===== src/rtl/gfx128_text_plot_if.sv =====
// gfx128_text_plot_if: 128-bit framebuffer write port.
// master issues coalesced word writes, slave acknowledges.
interface gfx128_text_plot_if;
  logic         write_request_o;
  logic         write_ack_i;
  logic [31:0]  write_adr_o;
  logic [15:0]  write_sel_o;
  logic [127:0] write_dat_o;

  modport master (
    output write_request_o,
    output write_adr_o,
    output write_sel_o,
    output write_dat_o,
    input  write_ack_i
  );

  modport slave (
    input  write_request_o,
    input  write_adr_o,
    input  write_sel_o,
    input  write_dat_o,
    output write_ack_i
  );
endinterface


===== src/rtl/gfx128_text_plot.sv =====
// gfx128_text_plot: clips glyph pixels, coalesces 8 px per 128-bit word.
// Optional opaque text: define GFX128_TEXT_BKGND_EN.
module gfx128_text_plot #(
  parameter int point_width = 16
) (
  input  logic                   clk_i,
  input  logic                   rst_i,
  input  logic                   pix_stb_i,
  input  logic                   pix_set_i,
  input  logic [point_width-1:0] pix_x_i,
  input  logic [point_width-1:0] pix_y_i,
  output logic                   clip_ack_o,
  input  logic                   flush_i,
  input  logic [point_width-1:0] clip_x0_i,
  input  logic [point_width-1:0] clip_y0_i,
  input  logic [point_width-1:0] clip_x1_i,
  input  logic [point_width-1:0] clip_y1_i,
  input  logic [31:0]            target_base_i,
  input  logic [15:0]            pitch_i,
  input  logic [15:0]            fg_color_i,
  input  logic [15:0]            bg_color_i,
  gfx128_text_plot_if.master     wr
);

  typedef enum logic [2:0] {
    ST_IDLE,
    ST_CALC,
    ST_MERGE,
    ST_WRITE,
    ST_ACK
  } state_t;

  state_t state_q, state_d;

  logic [point_width-1:0] px_q, py_q;
  logic                   pset_q;
  logic [31:0]            adr_q;
  logic [2:0]             lane_q;
  logic                   clip_q;
  logic                   buf_vld_q;
  logic [31:0]            buf_adr_q;
  logic [15:0]            buf_sel_q;
  logic [127:0]           buf_dat_q;
  logic                   flush_pend_q;
  logic                   wr_flush_q;
  logic                   wr_req;

  logic [31:0] pix_ofs;
  logic [31:0] lin_adr;
  logic        clip;
  logic        skip;
  logic [15:0] color;
  logic        unused_bits;

  assign pix_ofs = 32'(py_q) * 32'(pitch_i) + 32'(px_q);
  assign lin_adr = {target_base_i[31:4], 4'h0} + (pix_ofs << 1);

  assign clip = (px_q < clip_x0_i) | (px_q >= clip_x1_i) |
                (py_q < clip_y0_i) | (py_q >= clip_y1_i);

`ifdef GFX128_TEXT_BKGND_EN
  assign skip  = clip_q;
  assign color = pset_q ? fg_color_i : bg_color_i;
  assign unused_bits = ^{target_base_i[3:0], lin_adr[0]};
`else
  assign skip  = clip_q | ~pset_q;
  assign color = fg_color_i;
  assign unused_bits = ^{target_base_i[3:0], lin_adr[0], bg_color_i};
`endif

  // state register
  always_ff @(posedge clk_i or negedge rst_i) begin
    if (!rst_i) state_q <= ST_IDLE;
    else        state_q <= state_d;
  end

  // next state and handshake outputs
  always_comb begin
    state_d    = state_q;
    clip_ack_o = 1'b0;
    wr_req     = 1'b0;
    unique case (state_q)
      ST_IDLE: begin
        if (pix_stb_i)
          state_d = ST_CALC;
        else if ((flush_i | flush_pend_q) & buf_vld_q)
          state_d = ST_WRITE;
      end
      ST_CALC:  state_d = ST_MERGE;
      ST_MERGE: begin
        if (skip)
          state_d = ST_ACK;
        else if (buf_vld_q && buf_adr_q != adr_q)
          state_d = ST_WRITE;
        else
          state_d = ST_ACK;
      end
      ST_WRITE: begin
        wr_req = 1'b1;
        if (wr.write_ack_i)
          state_d = wr_flush_q ? ST_IDLE : ST_MERGE;
      end
      ST_ACK: begin
        clip_ack_o = 1'b1;
        state_d    = ST_IDLE;
      end
      default: state_d = ST_IDLE;
    endcase
  end

  // pixel capture, address calc, word buffer and flush bookkeeping
  always_ff @(posedge clk_i or negedge rst_i) begin
    if (!rst_i) begin
      px_q         <= '0;
      py_q         <= '0;
      pset_q       <= 1'b0;
      adr_q        <= '0;
      lane_q       <= '0;
      clip_q       <= 1'b0;
      buf_vld_q    <= 1'b0;
      buf_adr_q    <= '0;
      buf_sel_q    <= '0;
      buf_dat_q    <= '0;
      flush_pend_q <= 1'b0;
      wr_flush_q   <= 1'b0;
    end else begin
      if (state_q == ST_IDLE) begin
        if (pix_stb_i) begin
          px_q         <= pix_x_i;
          py_q         <= pix_y_i;
          pset_q       <= pix_set_i;
          flush_pend_q <= flush_pend_q | flush_i;
        end else begin
          flush_pend_q <= 1'b0;
        end
      end else if (flush_i) begin
        flush_pend_q <= 1'b1;
      end
      if (state_q == ST_CALC) begin
        adr_q  <= {lin_adr[31:4], 4'h0};
        lane_q <= lin_adr[3:1];
        clip_q <= clip;
      end
      if (state_q != ST_WRITE && state_d == ST_WRITE)
        wr_flush_q <= (state_q == ST_IDLE);
      if (state_q == ST_MERGE && state_d == ST_ACK && !skip) begin
        buf_dat_q[{lane_q, 4'h0} +: 16] <= color;
        buf_sel_q <= buf_sel_q | (16'h3 << {lane_q, 1'b0});
        buf_adr_q <= adr_q;
        buf_vld_q <= 1'b1;
      end
      if (state_q == ST_WRITE && wr.write_ack_i) begin
        buf_vld_q <= 1'b0;
        buf_sel_q <= '0;
        buf_dat_q <= '0;
      end
    end
  end

  assign wr.write_request_o = wr_req;
  assign wr.write_adr_o     = wr_req ? buf_adr_q : 32'h0;
  assign wr.write_sel_o     = wr_req ? buf_sel_q : 16'h0;
  assign wr.write_dat_o     = wr_req ? buf_dat_q : 128'h0;

endmodule


===== src/flat_wrapper.sv =====
// flat-port wrapper written by rule: the top's interface ports become plain ports
module gfx128_text_plot_flat 
#(
  parameter int point_width = 16
)
  (clk_i, rst_i, pix_stb_i, pix_set_i, pix_x_i, pix_y_i, clip_ack_o, flush_i, clip_x0_i, clip_y0_i, clip_x1_i, clip_y1_i, target_base_i, pitch_i, fg_color_i, bg_color_i, wr_write_request_o, wr_write_adr_o, wr_write_sel_o, wr_write_dat_o, wr_write_ack_i);
  gfx128_text_plot_if wr_i ();
  input  logic clk_i;
  input  logic rst_i;
  input  logic pix_stb_i;
  input  logic pix_set_i;
  input  logic [point_width-1:0] pix_x_i;
  input  logic [point_width-1:0] pix_y_i;
  output logic clip_ack_o;
  input  logic flush_i;
  input  logic [point_width-1:0] clip_x0_i;
  input  logic [point_width-1:0] clip_y0_i;
  input  logic [point_width-1:0] clip_x1_i;
  input  logic [point_width-1:0] clip_y1_i;
  input  logic [31:0] target_base_i;
  input  logic [15:0] pitch_i;
  input  logic [15:0] fg_color_i;
  input  logic [15:0] bg_color_i;
  output wire logic [$bits(wr_i.write_request_o)-1:0] wr_write_request_o;
  output wire logic [$bits(wr_i.write_adr_o)-1:0] wr_write_adr_o;
  output wire logic [$bits(wr_i.write_sel_o)-1:0] wr_write_sel_o;
  output wire logic [$bits(wr_i.write_dat_o)-1:0] wr_write_dat_o;
  input wire logic [$bits(wr_i.write_ack_i)-1:0] wr_write_ack_i;
  assign wr_write_request_o = wr_i.write_request_o;
  assign wr_write_adr_o = wr_i.write_adr_o;
  assign wr_write_sel_o = wr_i.write_sel_o;
  assign wr_write_dat_o = wr_i.write_dat_o;
  assign wr_i.write_ack_i = wr_write_ack_i;
  gfx128_text_plot #(.point_width(point_width)) u_core (.clk_i(clk_i), .rst_i(rst_i), .pix_stb_i(pix_stb_i), .pix_set_i(pix_set_i), .pix_x_i(pix_x_i), .pix_y_i(pix_y_i), .clip_ack_o(clip_ack_o), .flush_i(flush_i), .clip_x0_i(clip_x0_i), .clip_y0_i(clip_y0_i), .clip_x1_i(clip_x1_i), .clip_y1_i(clip_y1_i), .target_base_i(target_base_i), .pitch_i(pitch_i), .fg_color_i(fg_color_i), .bg_color_i(bg_color_i), .wr(wr_i));
endmodule

===== config.mk =====
export PLATFORM = sky130hd
export DESIGN_NAME = gfx128_text_plot_flat
export DESIGN_NICKNAME = d
export VERILOG_FILES = /design/src/rtl/gfx128_text_plot_if.sv /design/src/rtl/gfx128_text_plot.sv /design/src/flat_wrapper.sv
export SDC_FILE = /design/constraint.sdc
export NUM_CORES = 1
export LEC_CHECK = 0
export BUFFER_PORTS_ARGS = -buffer_cell sky130_fd_sc_hd__buf_2
export CORE_MARGIN = 5
export CORE_UTILIZATION = 63
export CTS_CLUSTER_DIAMETER = 60
export DETAILED_ROUTE_END_ITERATION = 7
export MAX_ROUTING_LAYER = met4
export PLACE_DENSITY = 0.88
export SYNTH_ARGS = -nofsm -noshare
export SYNTH_HDL_FRONTEND = slang
export SYNTH_SLANG_ARGS = --single-unit

===== constraint.sdc =====
create_clock -name clk_i -period 13.7 [get_ports clk_i]
set_input_delay 1.37 -clock clk_i [delete_from_list [all_inputs] [get_ports clk_i]]
set_output_delay 1.37 -clock clk_i [all_outputs]
set_load 0.01 [all_outputs]

==> Word-level counts from Yosys, hierarchy flattened <==
Cells that the tools add are included.
{ "word_totals": {"register_bits": 243, "out_inout_bits": 178} }
{ "classes": {"n_addsub": 3, "mul": 1, "n_lt_le_gt_ge": 4, "n_eq_ne": 8, "shift": 3, "mux": 22, "bitwise_logic": 8, "reduce_logical": 10} }
{ "ops": {"columns": ["op", "n"], "rows": [
  ["two-way mux 128 bit", 3],
  ["bitwise mux 128 bit", 1],
  ["variable shift 16 x 9 -> 128 bit (first input constant)", 1],
  ["indexed part select 16 x 9 -> 128 bit", 1],
  ["two-way mux 16 bit", 3],
  ["adder 32 bit", 1],
  ["greater-or-equal comparator 16 bit", 2],
  ["less-than comparator 16 bit", 2],
  ["two-way mux 32 bit", 1],
  ["adder 31 x 16 -> 31 bit", 1],
  ["multiplier 16 x 16 -> 31 bit", 1],
  ["!= test 28 bit", 1],
  ["bitwise OR 16 bit", 1],
  ["<< shifter 2 x 4 -> 16 bit (first input constant)", 1],
  ["two-way mux 3 bit", 5],
  ["case mux 3 bit (4 select lines)", 1],
  ["equality test 3 x 2 -> 1 bit (second input constant)", 3],
  ["negator 7 -> 9 bit", 1],
  ["two-way mux 1 bit", 7],
  ["equality test 3 bit (second input constant)", 2],
  ["logical AND 1 bit", 5],
  ["bitwise OR 1 bit", 5],
  ["nonzero test 2 bit", 2],
  ["equality test 3 x 1 -> 1 bit (second input constant)", 1],
  ["other kinds (7)", 7]
]} }

==> Depth between registers and ports, before layout <==
Gate-level depths: netlist (run 1).
{ "depth": {"word_depth": 10, "depth_mapped": 33} }

==> Worst setup path before layout (run 1) <==
No wires, ideal clock.
{ "synth_timing": {"path_kind": "input to register", "start": "in pitch_i[1]", "end": "reg u_core.adr_q[30]", "setup_time_ns": 0.135, "arrival_ns": 8.199, "t_required_ns": 13.565, "setup_slack_ns": 5.366, "stages": 30, "cell_sequence": "clkbuf_1 > nand2_1 > fa_1 > fa_1 > fa_1 > inv_1 > fa_1 > fa_1 > inv_1 > fa_1 > inv_1 > ha_1 > a21oi_1 > a21boi_0 > a311oi_1 > o21bai_1 > a21oi_1 > o21bai_1 > a21oi_1 > xnor2_1 > ha_1 > a211oi_1 > o211ai_1 > a221oi_1 > o21a_1 > o2bb2ai_1 > o21ai_0 > o41ai_1 > xor2_1 > o21ai_0"} }
{ "synth_via": {"elab_chain_cells": 3} }
{ "synth_lines": {"columns": ["element", "line_no", "rtl"], "rows": [
  ["start, declared", "flat_wrapper.sv:21", "input logic [15:0] pitch_i;"],
  ["multiplier 16 x 16 -> 31 bit", "gfx128_text_plot.sv:55", "assign pix_ofs = 32'(py_q) * 32'(pitch_i) + 32'(px_q);"],
  ["adder 31 x 16 -> 31 bit", "gfx128_text_plot.sv:55", null],
  ["adder 32 bit", "gfx128_text_plot.sv:56", "assign lin_adr = {target_base_i[31:4], 4'h0} + (pix_ofs << 1);"],
  ["end signal, assigned", "gfx128_text_plot.sv:140", "adr_q <= {lin_adr[31:4], 4'h0};"],
  ["end, declared", "gfx128_text_plot.sv:37", "logic [31:0] adr_q;"]
]} }
Every way passes these cells.
A chain may end at the register's enable or synchronous reset.

==> Final worst setup path (run 1) <==
{ "layout_timing": {"start": "in pitch_i[2]", "end": "reg u_core.adr_q[30]"} }
The elaborated chain is that of the path after synthesis.

==> qor.txt, run 1 <==
Status -> completed
Yosys cell types -> 57
Flops & latches, synth -> 243
Vias in the first global route -> 19600
Asr flop ratio synth -> 1.00
Unrepaired setup endpoints after global routing -> false
Share of layout cells above drive strength 1 -> 0.151
# DRC -> 0
Top FF cell, synth -> dfrtp_1
Post-cts resize count -> 0
Slew Limit Fails -> 0
Final HPWL DP -> 46700 um
GRT overflow -> 0
Cell Rows -> 69
Worst R2R Start -> u_core.py_q[10]
Period minus WS final -> 8.73 ns
Ports -> 360
Post-layout util -> 0.719
Clock sink total -> 243
Setup CP Type -> input port to flip-flop
CTS Hold Buffers Added -> 0
Initial Utilization -> 0.637
CTS buffer count -> 27
Adder-Cell Fraction of Synth Area -> 0.296
Syn Std Cell Area -> 22600 um2
Htree depth -> 1
R2R cell count -> 29
Vias per inst -> 5.70
Synth warn -> 0
Final wirelength -> 61700 um
CTS root buf -> clkbuf_16
Worst setup EP type -> flip-flop
FF-to-FF setup slack -> 5.17 ns
Die Wd -> 199 um
Cells after Synth -> 2504
Most common cell in the netlist -> inv_1
Worst clock skew -> 0.0160 ns
Worst setup path endpoint -> u_core.adr_q[30]
Initial antenna violation count -> 3
Final setup fails -> 0
Layout area overhead -> 12.9%
Worst-path clk slew -> 0.06 ns
Vias post-DR -> 18600
Number of flops mapped to enable cells by yosys -> 0
Post-CTS setup buffers -> 0
Setup TNS -> 0 ns
Clk buf depth -> 3
Placed cells -> 3204
Least-Margin Pin Slew -> 1.08 ns
Post-synth top area share -> 0.269
Mux cell area share after synthesis -> 0.0567
Commonest cells post-synth -> inv_1 (373), nand2_1 (336), and2_1 (284)
Critical Path RT -> 14.12 ns
Normalized max-slew margin -> 0.283
Crit-path max FO -> 16
RePlAce Congestion -> 0.930
CTS tree -> built
Fmax -> 0.115 GHz
Busiest grt layer -> met2
WL/cell -> 18.9 um
Cell at the slowest stage of the critical path -> fa_1
Ranking of synthesized cells by area -> dfrtp_1 (27%), fa_1 (19%), ha_1 (11%)
Detailed Routing Iterations Pass 1 -> 5
FF/Latch Area -> 6080 um2
Cell mode on critical path -> fa_1
R2R Path End -> u_core.adr_q[30]
WP data arrival -> 9.14 ns
Worst stage delay on the critical path -> 0.57 ns
Critical path launch point -> pitch_i[2]
M2 GR Usage -> 0.534
Top cell type by total area after synthesis -> dfrtp_1
Xor/xnor share of the synthesized area -> 0.0322
Clock Latency Late Sink -> 0.56 ns
GR Util All Layers -> 0.321
Global routing usage on met1 -> 0.399
Synth Area in Compound Gates -> 0.0703
Die ar. -> 39700 um2
Largest net degree at the start of global routing -> 113
Port Buffer Count -> 335
# fillers -> 2476
Main combinational cell family by area after synthesis -> adder cells
Drt first-iter violations -> 1456
First-pass GRT wire length -> 99300 um
Synth Area in Simple Gates -> 0.193
Final ANT Viol Nets -> 0
Multi-input gate area -> 14700 um2
Die height -> 199 um
Final hold violations -> 0
Average cell area after synthesis -> 9.02 um2
Net count reported at finish -> 3363
Hold/Removal Path Class -> flip-flop to flip-flop
Seq/Total Area, Yosys -> 0.269
Core Box Area -> 35500 um2
Max Cap Violations -> 0
Post-route clock period utilization -> 0.637
Final Hold Slack -> 0.490 ns
Met3 Track Usage GR -> 0.0501
Startpoint types -> input port
Final Non-Filler Cells -> 3256
[through the flow]
stage | instance area (um2) | setup slack [ns]
6_report | 25500 | 4.97
3_5_place_dp | 24500 | 4.50
4_1_cts | 25500 | 5.05
3_3_place_gp | 24500 | 4.68
2_1_floorplan | 22600 | 5.37
5_1_grt | 25500 | 4.44
[cell families (layout without fill, tap and decap cells)]
| logic type | Yosys count | after routing |
|---|---|---|
| buffers and inverters | 478 | 763 |
| AOI/OAI and AO/OA | 261 | 261 |
| muxes | 125 | 125 |
| xor gates and xnor gates | 83 | 83 |
| other | 1 | 7 |
| and+or+nand+nor | 904 | 904 |
| adders and majority gates | 409 | 409 |
| DFF | 243 | 243 |
[worst max-delay path: cells and delay by family]
| family | cells | cell delay (ns) |
|---|---|---|
| adders and majority gates | 8 | 3.73 |
| AOI/OAI and AO/OA | 13 | 2.87 |
| buffers and inverters | 4 | 0.47 |
| and+or+nand+nor | 3 | 0.37 |
| xor gates and xnor gates | 2 | 0.32 |
[per-layer routing]
metal	share of wire	vias to the layer above
met4	0.040	0
li1	-	8402
met1	0.39	9066
met2	0.49	902
met3	0.082	200
met5	0	-
[flip-flops by register name, indices dropped and copies added, names as in the netlist, 3 cells and up]
name              count
u_core.buf_adr_q     28
u_core.px_q          16
u_core.state_q        3
u_core.py_q          16
u_core.buf_dat_q    128
u_core.adr_q         28
u_core.lane_q         3
u_core.buf_sel_q     16
[worst min-delay path by stage]
stage,from,to,slack (ns),cells after the start
after floorplan,u_core.pset_q,u_core.state_q[2],0.45,1
after global placement,u_core.buf_sel_q[1],u_core.buf_sel_q[1],0.47,2
after detailed placement,u_core.buf_sel_q[3],u_core.buf_sel_q[3],0.48,2
after CTS,u_core.pset_q,u_core.state_q[2],0.50,1
after global routing,u_core.pset_q,u_core.state_q[2],0.51,1
final,u_core.pset_q,u_core.state_q[2],0.49,1
[cells in the final DEF (no fill, tap or decap), drive strengths merged, types with 94 or more instances in the layout]
cell type / instances
ha: 199
nand2: 340
mux2i: 102
fa: 210
dfrtp: 243
buf: 340
nor2: 170
inv: 377
o21ai: 94
and2: 284
[area by class of cell]
class                           count  area share
Multi-Input combinational cell   1786       0.575
Sequential cell                   243       0.238
Timing Repair Buffer              340      0.0676
Inverter                          374      0.0550
Clock buffer                       31      0.0283
Tap cell                          461      0.0226
Clock inverter                     18      0.0124
Antenna cell                        3    0.000294
Power of run 1 is not shown: default switching activity piles up to over one toggle a cycle in this logic, so the estimate is an artifact.
==> inputs of run 2 (changes only) <==
Settings changed: ABC_AREA set to 1, CORE_UTILIZATION 63 to 60, PLACE_DENSITY 0.88 to 0.83.
Clock period 13.7 ns to 8.8 ns, I/O delays scaled along.
==> run 2 against run 1 <==
Sequential cell count stayed put. Clock skew is 0.016 ns higher. Critical path type is now flip-flop to flip-flop. Critical endpoint is now u_core.adr_q[23]. Cell area is 6.8% higher.
==> qor.txt, run 2 <==
Status -> completed
Biggest register -> u_core.buf_dat_q
GR Util All Layers -> 0.307 (-0.0131)
Pre-CTS setup slack -> 0.876 ns (-3.63 ns)
CTS Hold Buffers Added -> 0 (unchanged)
Flops & latches, synth -> 243 (unchanged)
Final ANT Viol Nets -> 0 (unchanged)
Share of layout cells above drive strength 1 -> 0.126 (-0.0252)
Asr flop ratio synth -> 1.00 (unchanged)
Final HPWL DP -> 52300 um (+12%)
CTS tree -> built
Most common cell in the netlist -> nand2_1
Buf/Inv on CP -> 3 (-1)
Seq/Total Area, Yosys -> 0.249 (-0.0197)
Worst clock skew -> 0.0315 ns (+0.0156 ns)
Cell at the slowest stage of the critical path -> dfrtp_1
Syn Std Cell Area -> 24400 um2 (+7.9%)
Number of flops mapped to enable cells by yosys -> 0 (unchanged)
Port Buffer Count -> 335 (unchanged)
Clock Latency Late Sink -> 0.57 ns (about the same)
Commonest cells post-synth -> nand2_1 (792), inv_1 (768), nor2_1 (300)
Unrepaired setup endpoints after global routing -> false
Worst stage delay on the critical path -> 0.94 ns (+0.37 ns)
Startpoint types -> flip-flop
Cell Rows -> 73 (+5.8%)
Max Cap Violations -> 0 (unchanged)
Die Wd -> 212 um (+6.1%)
Final wirelength -> 67100 um (+8.8%)
Htree depth -> 1 (unchanged)
Drt first-iter violations -> 1531 (+5.2%)
Critical Path RT -> 9.24 ns (-4.88 ns)
Top cell type by total area after synthesis -> dfrtp_1
RePlAce Congestion -> 0.972 (+4.5%)
Clk buf depth -> 3 (unchanged)
Vias per inst -> 5.31 (-6.8%)
Xor/xnor share of the synthesized area -> 0.0205 (-0.0117)
WL/cell -> 16.3 um (-14%)
Detailed Routing Iterations Pass 1 -> 6 (+1)
Worst setup EP type -> flip-flop
Die ar. -> 44800 um2 (+13%)
Post-route clock period utilization -> 0.887
Net count reported at finish -> 4167 (+24%)
Final Non-Filler Cells -> 4125 (+27%)
Final worst setup slack -> 0.998 ns (-3.98 ns)
Least-Margin Pin Slew -> 0.997 ns (-0.0785 ns)
Yosys cell types -> 42 (-26%)
Largest registers -> u_core.buf_dat_q (128), u_core.adr_q (28), u_core.buf_adr_q (28)
CTS buffer count -> 27 (unchanged)
Cell mode on critical path -> fa_1
Initial Utilization -> 0.609 (-0.0275)
Synth Area in Simple Gates -> 0.241 (+0.0475)
Post-synth top area share -> 0.249 (-0.0197)
Setup TNS -> 0 ns (unchanged)
Adder-Cell Fraction of Synth Area -> 0.275 (-0.0216)
Max FFs per register -> 128 (unchanged)
Synth warn -> 0 (unchanged)
Worst-path clk slew -> 0.06 ns (about the same)
Layout area overhead -> 11.7%
GRT overflow -> 0 (unchanged)
Slew Limit Fails -> 0 (unchanged)
Setup CP Type -> flip-flop to flip-flop
Final hold violations -> 0 (unchanged)
Post-cts resize count -> 0 (unchanged)
Most frequent cells in the layout -> nand2_1 (791), inv_1 (768), buf_2 (334)
Vias in the first global route -> 21800 (+11%)
CP top delay family -> adder cells
Hold/Removal Path Class -> input port to asynchronous set/reset pin
Mux cell area share after synthesis -> 0.00785 (-0.0488)
Post-CTS setup buffers -> 0 (unchanged)
# DRC -> 0 (unchanged)
Normalized max-slew margin -> 0.331 (+0.0487)
Placed cells -> 4072 (+27%)
Ranking of synthesized cells by area -> dfrtp_1 (25%), fa_1 (17%), nand2_1 (12%)
Period minus WS final -> 7.80 ns
Core Box Area -> 40000 um2 (+13%)
Clock sink total -> 243 (unchanged)
Cells after Synth -> 3342 (+33%)
CTS root buf -> clkbuf_16
Largest net degree at the start of global routing -> 124 (+9.7%)
Crit-path max FO -> 19 (+3)
Synth Area in Compound Gates -> 0.0597 (-0.0106)
Die height -> 212 um (+6.1%)
Main combinational cell family by area after synthesis -> adder cells
Final setup fails -> 0 (unchanged)
Initial antenna violation count -> 2 (-1)
First-pass GRT wire length -> 108000 um (+9.1%)
# fillers -> 3432 (+39%)
Fmax -> 0.128 GHz
Ports -> 360 (unchanged)
Average cell area after synthesis -> 7.29 um2 (-19%)
Vias post-DR -> 21900 (+18%)
Leading cell type in the layout, fill and taps excluded -> nand2_1
Top FF cell, synth -> dfrtp_1
WP data arrival -> 8.24 ns (-0.90 ns)
[run 2: changes by cell type in the layout (fill, tap and decap cells not counted), sizes merged, moves of 23 or more]
cell / delta
nor2: +131
nand3: +208
o21ai: +23
a21o: -29
inv: +402
and2: -284
a21oi: +53
nand4: +23
mux2i: -102
nand2: +452
[run 2: cell type report]
type	instances	area (um2)	share of cell area
clock inverter	15	238	0.00873
inverter	781	2940	0.108
sequential	243	6080	0.223
tap	525	657	0.0241
clock buffer	35	766	0.0281
timing repair buffer	351	1810	0.0664
multi-input combinational	2172	14700	0.541
antenna	3	7.51	0.000276
[run 2: routing by layer]
layer,vias to the layer above,routed length (um),GRT usage
li1,10500,-,-
met1,10200,25900,0.381
met2,940,32400,0.510
met3,225,5180,0.0359
met4,0,3660,0.138
met5,-,0,-
[run 2: worst paths after layout]
check | depth (start not counted) | end | slack, ns | startpoint
setup reg to reg | 26 | u_core.adr_q[23] | 1.0 | u_core.py_q[12]
max in group asynchronous | 2 | u_core.adr_q[30] | 6.88 | rst_i
hold / removal | 1 | u_core.buf_dat_q[114] | 0.37 | rst_i
min in group clk_i | 2 | u_core.wr_flush_q | 0.47 | u_core.wr_flush_q
setup / recovery | 26 | u_core.adr_q[23] | 1.0 | u_core.py_q[12]
hold reg to reg | 2 | u_core.wr_flush_q | 0.47 | u_core.wr_flush_q
[run 2: cell families after synthesis]
kind of cell	Yosys count
compound gates	274
other cells	1
flops	243
simple gates	1411
buf+inv	930
xor+xnor	57
fa+ha+maj	409
mux	17
[run 2: stage by stage]
step | util | cell area [um2] | hold WS [ns]
final | 0.681 | 27200 | 0.374
after global routing | 0.681 | 27200 | 0.484
after CTS | 0.680 | 27200 | 0.447
after detailed placement | 0.655 | 26200 | 0.459
after global placement | 0.655 | 26200 | 0.458
after floorplan | - | 24400 | 0.442
Power of run 2 is left out for the same reason.
